===== src/rtl/path_buf_lifo_fifo.sv =====
// path_buf_lifo_fifo
//   Path buffer for the maze solver.
//   STACK mode (mode=0): a LIFO that the solver pushes to while it explores and
//   pops from while it backtracks.
//   REPLAY mode (mode=1): a non-destructive FIFO read-out that starts at the
//   oldest entry, so the final path comes out start-to-goal. The solver can
//   return to STACK mode with the stored contents intact.
//
// Ports
//   clk           rising-edge clock
//   rst           synchronous active-high reset; has priority over every other input
//   push          write data_in (STACK mode only; in REPLAY it is an error)
//   pop           STACK: remove the top entry; REPLAY: read the next-oldest entry
//   replay_start  pulse: enter REPLAY and restart the read-out at entry 0
//   stack_resume  pulse: return to STACK mode and keep the contents
//   data_in       entry to push
//   data_out      registered read data; holds its value while out_valid=0
//   out_valid     1-cycle strobe, high in the cycle data_out was updated
//   empty         STACK: count==0; REPLAY: every entry has been read out
//   full          count==DEPTH
//   count         number of stored entries, 0..DEPTH
//   mode          0=STACK, 1=REPLAY
//   overflow      sticky: push while full, or push in REPLAY mode
//   underflow     sticky: pop with nothing to read
module path_buf_lifo_fifo #(
   parameter int DATA_W = 8,
   parameter int DEPTH  = 256,
   parameter int PTR_W  = $clog2(DEPTH)
) (
   input  logic              clk,
   input  logic              rst,
   input  logic              push,
   input  logic              pop,
   input  logic              replay_start,
   input  logic              stack_resume,
   input  logic [DATA_W-1:0] data_in,
   output logic [DATA_W-1:0] data_out,
   output logic              out_valid,
   output logic              empty,
   output logic              full,
   output logic [PTR_W:0]    count,
   output logic              mode,
   output logic              overflow,
   output logic              underflow
);

   localparam logic [PTR_W:0]   CNT_ONE  = (PTR_W+1)'(1);
   localparam logic [PTR_W:0]   FULL_CNT = (PTR_W+1)'(DEPTH);
   localparam logic [PTR_W-1:0] IDX_ONE  = PTR_W'(1);

   logic [DATA_W-1:0] mem_q [DEPTH];

   logic [DATA_W-1:0] data_out_q,  data_out_d;
   logic              out_valid_q, out_valid_d;
   logic [PTR_W:0]    count_q,     count_d;
   logic [PTR_W:0]    rd_ptr_q,    rd_ptr_d;
   logic              mode_q,      mode_d;
   logic              overflow_q,  overflow_d;
   logic              underflow_q, underflow_d;

   logic              mem_we;
   logic [PTR_W-1:0]  mem_waddr;
   logic [DATA_W-1:0] mem_wdata;
   logic [PTR_W-1:0]  rd_addr;
   logic [DATA_W-1:0] rd_data;
   logic [PTR_W-1:0]  top_idx;
   logic              is_empty;
   logic              is_full;

   // count-1 only matters when count>=1, so the low PTR_W bits are exact
   // (count==DEPTH maps to DEPTH-1).
   assign top_idx  = count_q[PTR_W-1:0] - IDX_ONE;
   assign is_full  = (count_q == FULL_CNT);
   assign is_empty = mode_q ? (rd_ptr_q == count_q) : (count_q == '0);
   assign rd_data  = mem_q[rd_addr];

   always_comb begin
      data_out_d  = data_out_q;
      out_valid_d = 1'b0;
      count_d     = count_q;
      rd_ptr_d    = rd_ptr_q;
      mode_d      = mode_q;
      overflow_d  = overflow_q;
      underflow_d = underflow_q;
      mem_we      = 1'b0;
      mem_waddr   = count_q[PTR_W-1:0];
      mem_wdata   = data_in;
      rd_addr     = top_idx;

      if (replay_start) begin
         mode_d   = 1'b1;
         rd_ptr_d = '0;
      end else if (stack_resume) begin
         mode_d = 1'b0;
      end else if (!mode_q) begin
         if (push && pop) begin
            if (!is_empty) begin
               // Replace the top: read the old value, overwrite in place.
               data_out_d  = rd_data;
               out_valid_d = 1'b1;
               mem_we      = 1'b1;
               mem_waddr   = top_idx;
            end else begin
               // Nothing to pop: behaves as a plain push (cannot be full here).
               mem_we      = 1'b1;
               count_d     = count_q + CNT_ONE;
               underflow_d = 1'b1;
            end
         end else if (push) begin
            if (!is_full) begin
               mem_we  = 1'b1;
               count_d = count_q + CNT_ONE;
            end else begin
               overflow_d = 1'b1;
            end
         end else if (pop) begin
            if (!is_empty) begin
               data_out_d  = rd_data;
               out_valid_d = 1'b1;
               count_d     = count_q - CNT_ONE;
            end else begin
               underflow_d = 1'b1;
            end
         end
      end else begin
         // Writes are illegal while replaying; a simultaneous pop is still served.
         if (push) overflow_d = 1'b1;
         if (pop) begin
            rd_addr = rd_ptr_q[PTR_W-1:0];
            if (!is_empty) begin
               data_out_d  = rd_data;
               out_valid_d = 1'b1;
               rd_ptr_d    = rd_ptr_q + CNT_ONE;
            end else begin
               underflow_d = 1'b1;
            end
         end
      end
   end

   always_ff @(posedge clk) begin
      if (rst) begin
         data_out_q  <= '0;
         out_valid_q <= 1'b0;
         count_q     <= '0;
         rd_ptr_q    <= '0;
         mode_q      <= 1'b0;
         overflow_q  <= 1'b0;
         underflow_q <= 1'b0;
      end else begin
         data_out_q  <= data_out_d;
         out_valid_q <= out_valid_d;
         count_q     <= count_d;
         rd_ptr_q    <= rd_ptr_d;
         mode_q      <= mode_d;
         overflow_q  <= overflow_d;
         underflow_q <= underflow_d;
      end
   end

   // Storage is not reset; count=0 marks every entry invalid.
   always_ff @(posedge clk) begin
      if (mem_we && !rst) mem_q[mem_waddr] <= mem_wdata;
   end

   assign data_out  = data_out_q;
   assign out_valid = out_valid_q;
   assign count     = count_q;
   assign mode      = mode_q;
   assign overflow  = overflow_q;
   assign underflow = underflow_q;
   assign empty     = is_empty;
   assign full      = is_full;

endmodule


===== config.mk =====
export PLATFORM = sky130hd
export DESIGN_NAME = path_buf_lifo_fifo
export DESIGN_NICKNAME = d
export VERILOG_FILES = /design/src/rtl/path_buf_lifo_fifo.sv
export SDC_FILE = /design/constraint.sdc
export NUM_CORES = 2
export LEC_CHECK = 0
export BUFFER_PORTS_ARGS = -buffer_cell sky130_fd_sc_hd__clkbuf_2
export CORE_MARGIN = 2
export CORE_UTILIZATION = 50
export DETAILED_ROUTE_END_ITERATION = 8
export GPL_ROUTABILITY_DRIVEN = 1
export PLACE_DENSITY = 0.72
export SETUP_SLACK_MARGIN = 0.15
export SYNTH_ARGS = -nofsm -noshare
export SYNTH_HDL_FRONTEND = slang
export SYNTH_SLANG_ARGS = --single-unit

===== constraint.sdc =====
create_clock -name clk -period 6.7 [get_ports clk]
set_input_delay 0.67 -clock clk [delete_from_list [all_inputs] [get_ports clk]]
set_output_delay 0.67 -clock clk [all_outputs]
set_load 0.005 [all_outputs]

==> key figures <==
Logic synthesis
  – Yosys warnings: 0
  – Distinct cells, synth: 77
  – Register area share after synthesis: 0.746
  – Ys flop type: edfxtp_1
  – Synth Net Count: between 5k and 6k
  – Cells after Synth: ~6k
  – Synthesized area: ~83000 µm²
  – Synth async-reset ratio: 0
  – Post-synth EDFFs: 2048
  – Synthesized area per cell: between 10 and 15 µm²
  – Yosys reg bits: 2078

Cells and area
  – Area occupied by multi-input gates: 19400 µm²
  – Final #Nets: approximately 5.9k
  – Register Area: 62100 µm²
  – Layout fillers: 12.8k
  – Ratio of cells with drive above 1 in the final layout: 0.0988
  – Non-Filler Instances: 8189
  – Util after Layout: 0.556
  – Syn-to-layout area delta: 10.4%
  – Most used cells in the layout excluding fill and tap cells: edfxtp_1 (2048), nand2_1 (1355), nand3_1 (591)
  – Commonest non-fill, non-tap cell in the layout: edfxtp_1
  – Design area: ~92000 µm²

Critical path
  – Crit path from: mode
  – Setup Crit Path Kind: reg2reg
  – Crit path arrival time: 6.42 ns
  – CP required: ~7.4 ns
  – Worst-path maximum fanout: 24
  – Crit path capture: data_out[0]
  – R2R setup slack: between 0.9 and 1 ns
  – Crit end category: flip-flop
  – Path depth of the worst reg2reg path: 10
  – Reg2reg end: data_out[0]
  – RR Startpoint: mode
  – Crit path launch type: flip-flop

Place
  – Placed Area: between 80000 and 90000 µm²
  – HPWL Detailed: 134000 µm
  – Pre-CTS setup slack: between 0.7 and 0.8 ns
  – Gpl congestion: 0.944
  – Placed cell count: about 7.8k
  – PortBufs: 36

Floorplan
  – Starting Density: 0.504
  – Die height: 412 µm
  – DIE WIDTH: roughly 400 µm
  – Boundary pin count: 37
  – Row Count: 149
  – Core footprint: ~170000 µm²
  – Die ar.: between 150000 and 200000 µm²

GRT
  – Wire length of the first global-routing pass: 332000 µm
  – Gr usage total: 0.266
  – Initial antenna violation count: 7
  – Grt ovf: 0
  – Pin count of the biggest net entering global routing: 202
  – Vias in the first global route: 48.6k

STA
  – Max Clock Skew: around 0.026 ns
  – Rel. slew slack: 0.0985
  – Worst Tran Pin Value: approximately 1.3 ns
  – Worst hold margin: roughly 0.16 ns
  – Post-layout min period: just under 6 ns
  – Final period util: 0.861
  – Setup Viol. Count Final: 0
  – RSZ-0062 raised after global routing: false
  – Max Slew Vio Count: 0
  – Final worst setup slack: approximately 0.93 ns
  – Hold Violations, Final: 0
  – Maximum clock rate: roughly 170 MHz
  – Setup_tns: 0 ns

Clocking
  – Setup Buffers After CTS: 0
  – CTS tree: done
  – Hold_buf cts: 0
  – CTS Root Cell: clkbuf_16
  – CTS buffer count: about 200
  – Cts repair resizes: 0
  – Clock Sinks: 2078
  – Number of H-tree levels: 4
  – Worst-path clk slew: approximately 0.060 ns
  – Clock Latency Late Sink: 0.84 ns
  – CTS max path bufs: 3

Power
  – Leakage: between 20 and 30 nW
  – PD cells: just over 300 nW/µm²
  – Internal: around 21 mW
  – Sw frac: 0.242
  – Tot Pwr: about 28 mW
  – Sequential Power Share: 0.511
  – Worst VDD drop: slightly below 300 µV
  – Combinational power share: 0.098
  – Psw: between 6 and 7 mW
  – Clock network fraction of total power: 0.391

Run
  – Number of max-cap violations: 0

Detailed routing
  – Vias/cell: 6.29
  – Drt total wl: about 230000 µm
  – Drt wl/cell: 27.8 µm
  – Number of nets still failing antenna checks after routing: 0
  – Starting DRT DRC Count: a little over 8k
  – Via count: around 51k
  – DRC: 0
  – DRT Pass-1 Iters: 8

Outcome
  – Status: complete, no violations

Min path
  – Hold crit path type: in2reg
-- synth_stat cells, types with 6 or more instances --
library cell     n  area [µm²]
o21bai_1         7        52.6
o21ai_0         90         450
mux2_2          16         180
a311oi_1        40         350
inv_1           13        48.8
a22oi_1         26         195
a2111oi_2        6        90.1
edfxtp_1      2048       61500
and3_1          72         450
dfxtp_1         30         601
mux2i_1        130        1300
a32o_1          15         150
nand2_1       1368        5130
clkbuf_1       155         582
a211oi_1         7        52.6
buf_6           20         225
or3_1            8        50.1
xor2_1          16         140
xnor2_1         11        96.3
o211ai_1         7        52.6
o32ai_1          8        70.1
and2_1           7        43.8
a21oi_1        121         606
mux4_2         119        2680
o22ai_1         19         119
nand3b_1         8        60.1
nor4_1          40         250
o21a_1           8        60.1
a221oi_1        34         298
buf_2          137         686
a32oi_1         32         280
nand3_1        591        2960
nand4_1         67         419
nor2_1         353        1330
a31oi_1         52         325
buf_4           37         278
a311o_1         16         160
o221ai_1         6        52.6
buf_1           33         124
nor3_1          26         130
a2111o_1         7        78.8
o31ai_1          7        52.6
-- cells by family (layout without fill, tap and decap cells) --
| logic type | count (synthesis) | in the layout | share of synthesized area |
|---|---|---|---|
| AND/OR/NAND/NOR | 2563 | 2563 | 0.132 |
| flip-flops | 2078 | 2078 | 0.746 |
| AO/OA/AOI/OAI | 532 | 532 | 0.0446 |
| buffers and inverters | 395 | 527 | 0.0233 |
| multiplexers | 269 | 269 | 0.0509 |
| XOR/XNOR | 27 | 27 | 0.00284 |
| adder cells (fa/ha/maj) | 3 | 3 | 0.000451 |
| other | 0 | 1 | 0 |
-- power groups by stage --
| stage | logic [mW] | registers [mW] | clock network, mW |
|---|---|---|---|
| final | 2.74 | 14.3 | 10.9 |
| after global routing | 2.86 | 14.3 | 11.5 |
| after CTS | 2.68 | 14.3 | 11.0 |
| after detailed placement | 2.67 | 14.6 | 0 |
| after global placement | 2.66 | 14.6 | 0 |
| after floorplan | 1.55 | 14.6 | 0 |
-- final cells by class --
type / instances / share of cell area
inverters: 13 / 0.000531
clock buffers: 257 / 0.0577
diodes: 1 / 0.0000272
multi-input cells: 3394 / 0.211
well taps: 2189 / 0.0298
clock inverters: 108 / 0.0105
repair buffers: 149 / 0.0149
flip-flops and latches: 2078 / 0.676
-- sequential cells by signal (all words and copies together) (netlist names) --
| signal | count |
|---|---|
| mem_q | 2048 |
| count | 9 |
| mode | 1 |
| rd_ptr_q | 9 |
| underflow | 1 |
| out_valid | 1 |
| data_out | 8 |
| overflow | 1 |
-- worst min path at each step --
stage	from	to	slack [ns]	cells after the start
after floorplan	overflow	overflow	0.44	2
after global placement	overflow	overflow	0.46	2
after global routing	replay_start	mode	0.19	3
after CTS	replay_start	mode	0.12	3
final	replay_start	mode	0.16	3
after detailed placement	underflow	underflow	0.47	2
-- layer usage --
metal / share of wire / global-route usage / vias up
met3: 0.11 / 0.0549 / 528
met5: 0.00023 / 0 / -
met1: 0.38 / 0.372 / 25600
met2: 0.46 / 0.407 / 3364
li1: - / - / 22000
met4: 0.047 / 0.116 / 8
-- worst max-delay path, cell delays in order (launching register included) --
cell and delay, ns:
dfxtp_1 0.52, nand4bb_2 0.76, mux2i_4 1.10, buf_12 0.30, buf_4 0.26, o21a_1 0.72, nand3_1 0.14, nand4_1 0.19
o21ai_0 0.20, nor4_1 1.18, a211oi_1 0.15
No activity file was read; power rests on OpenSTA's default activity.
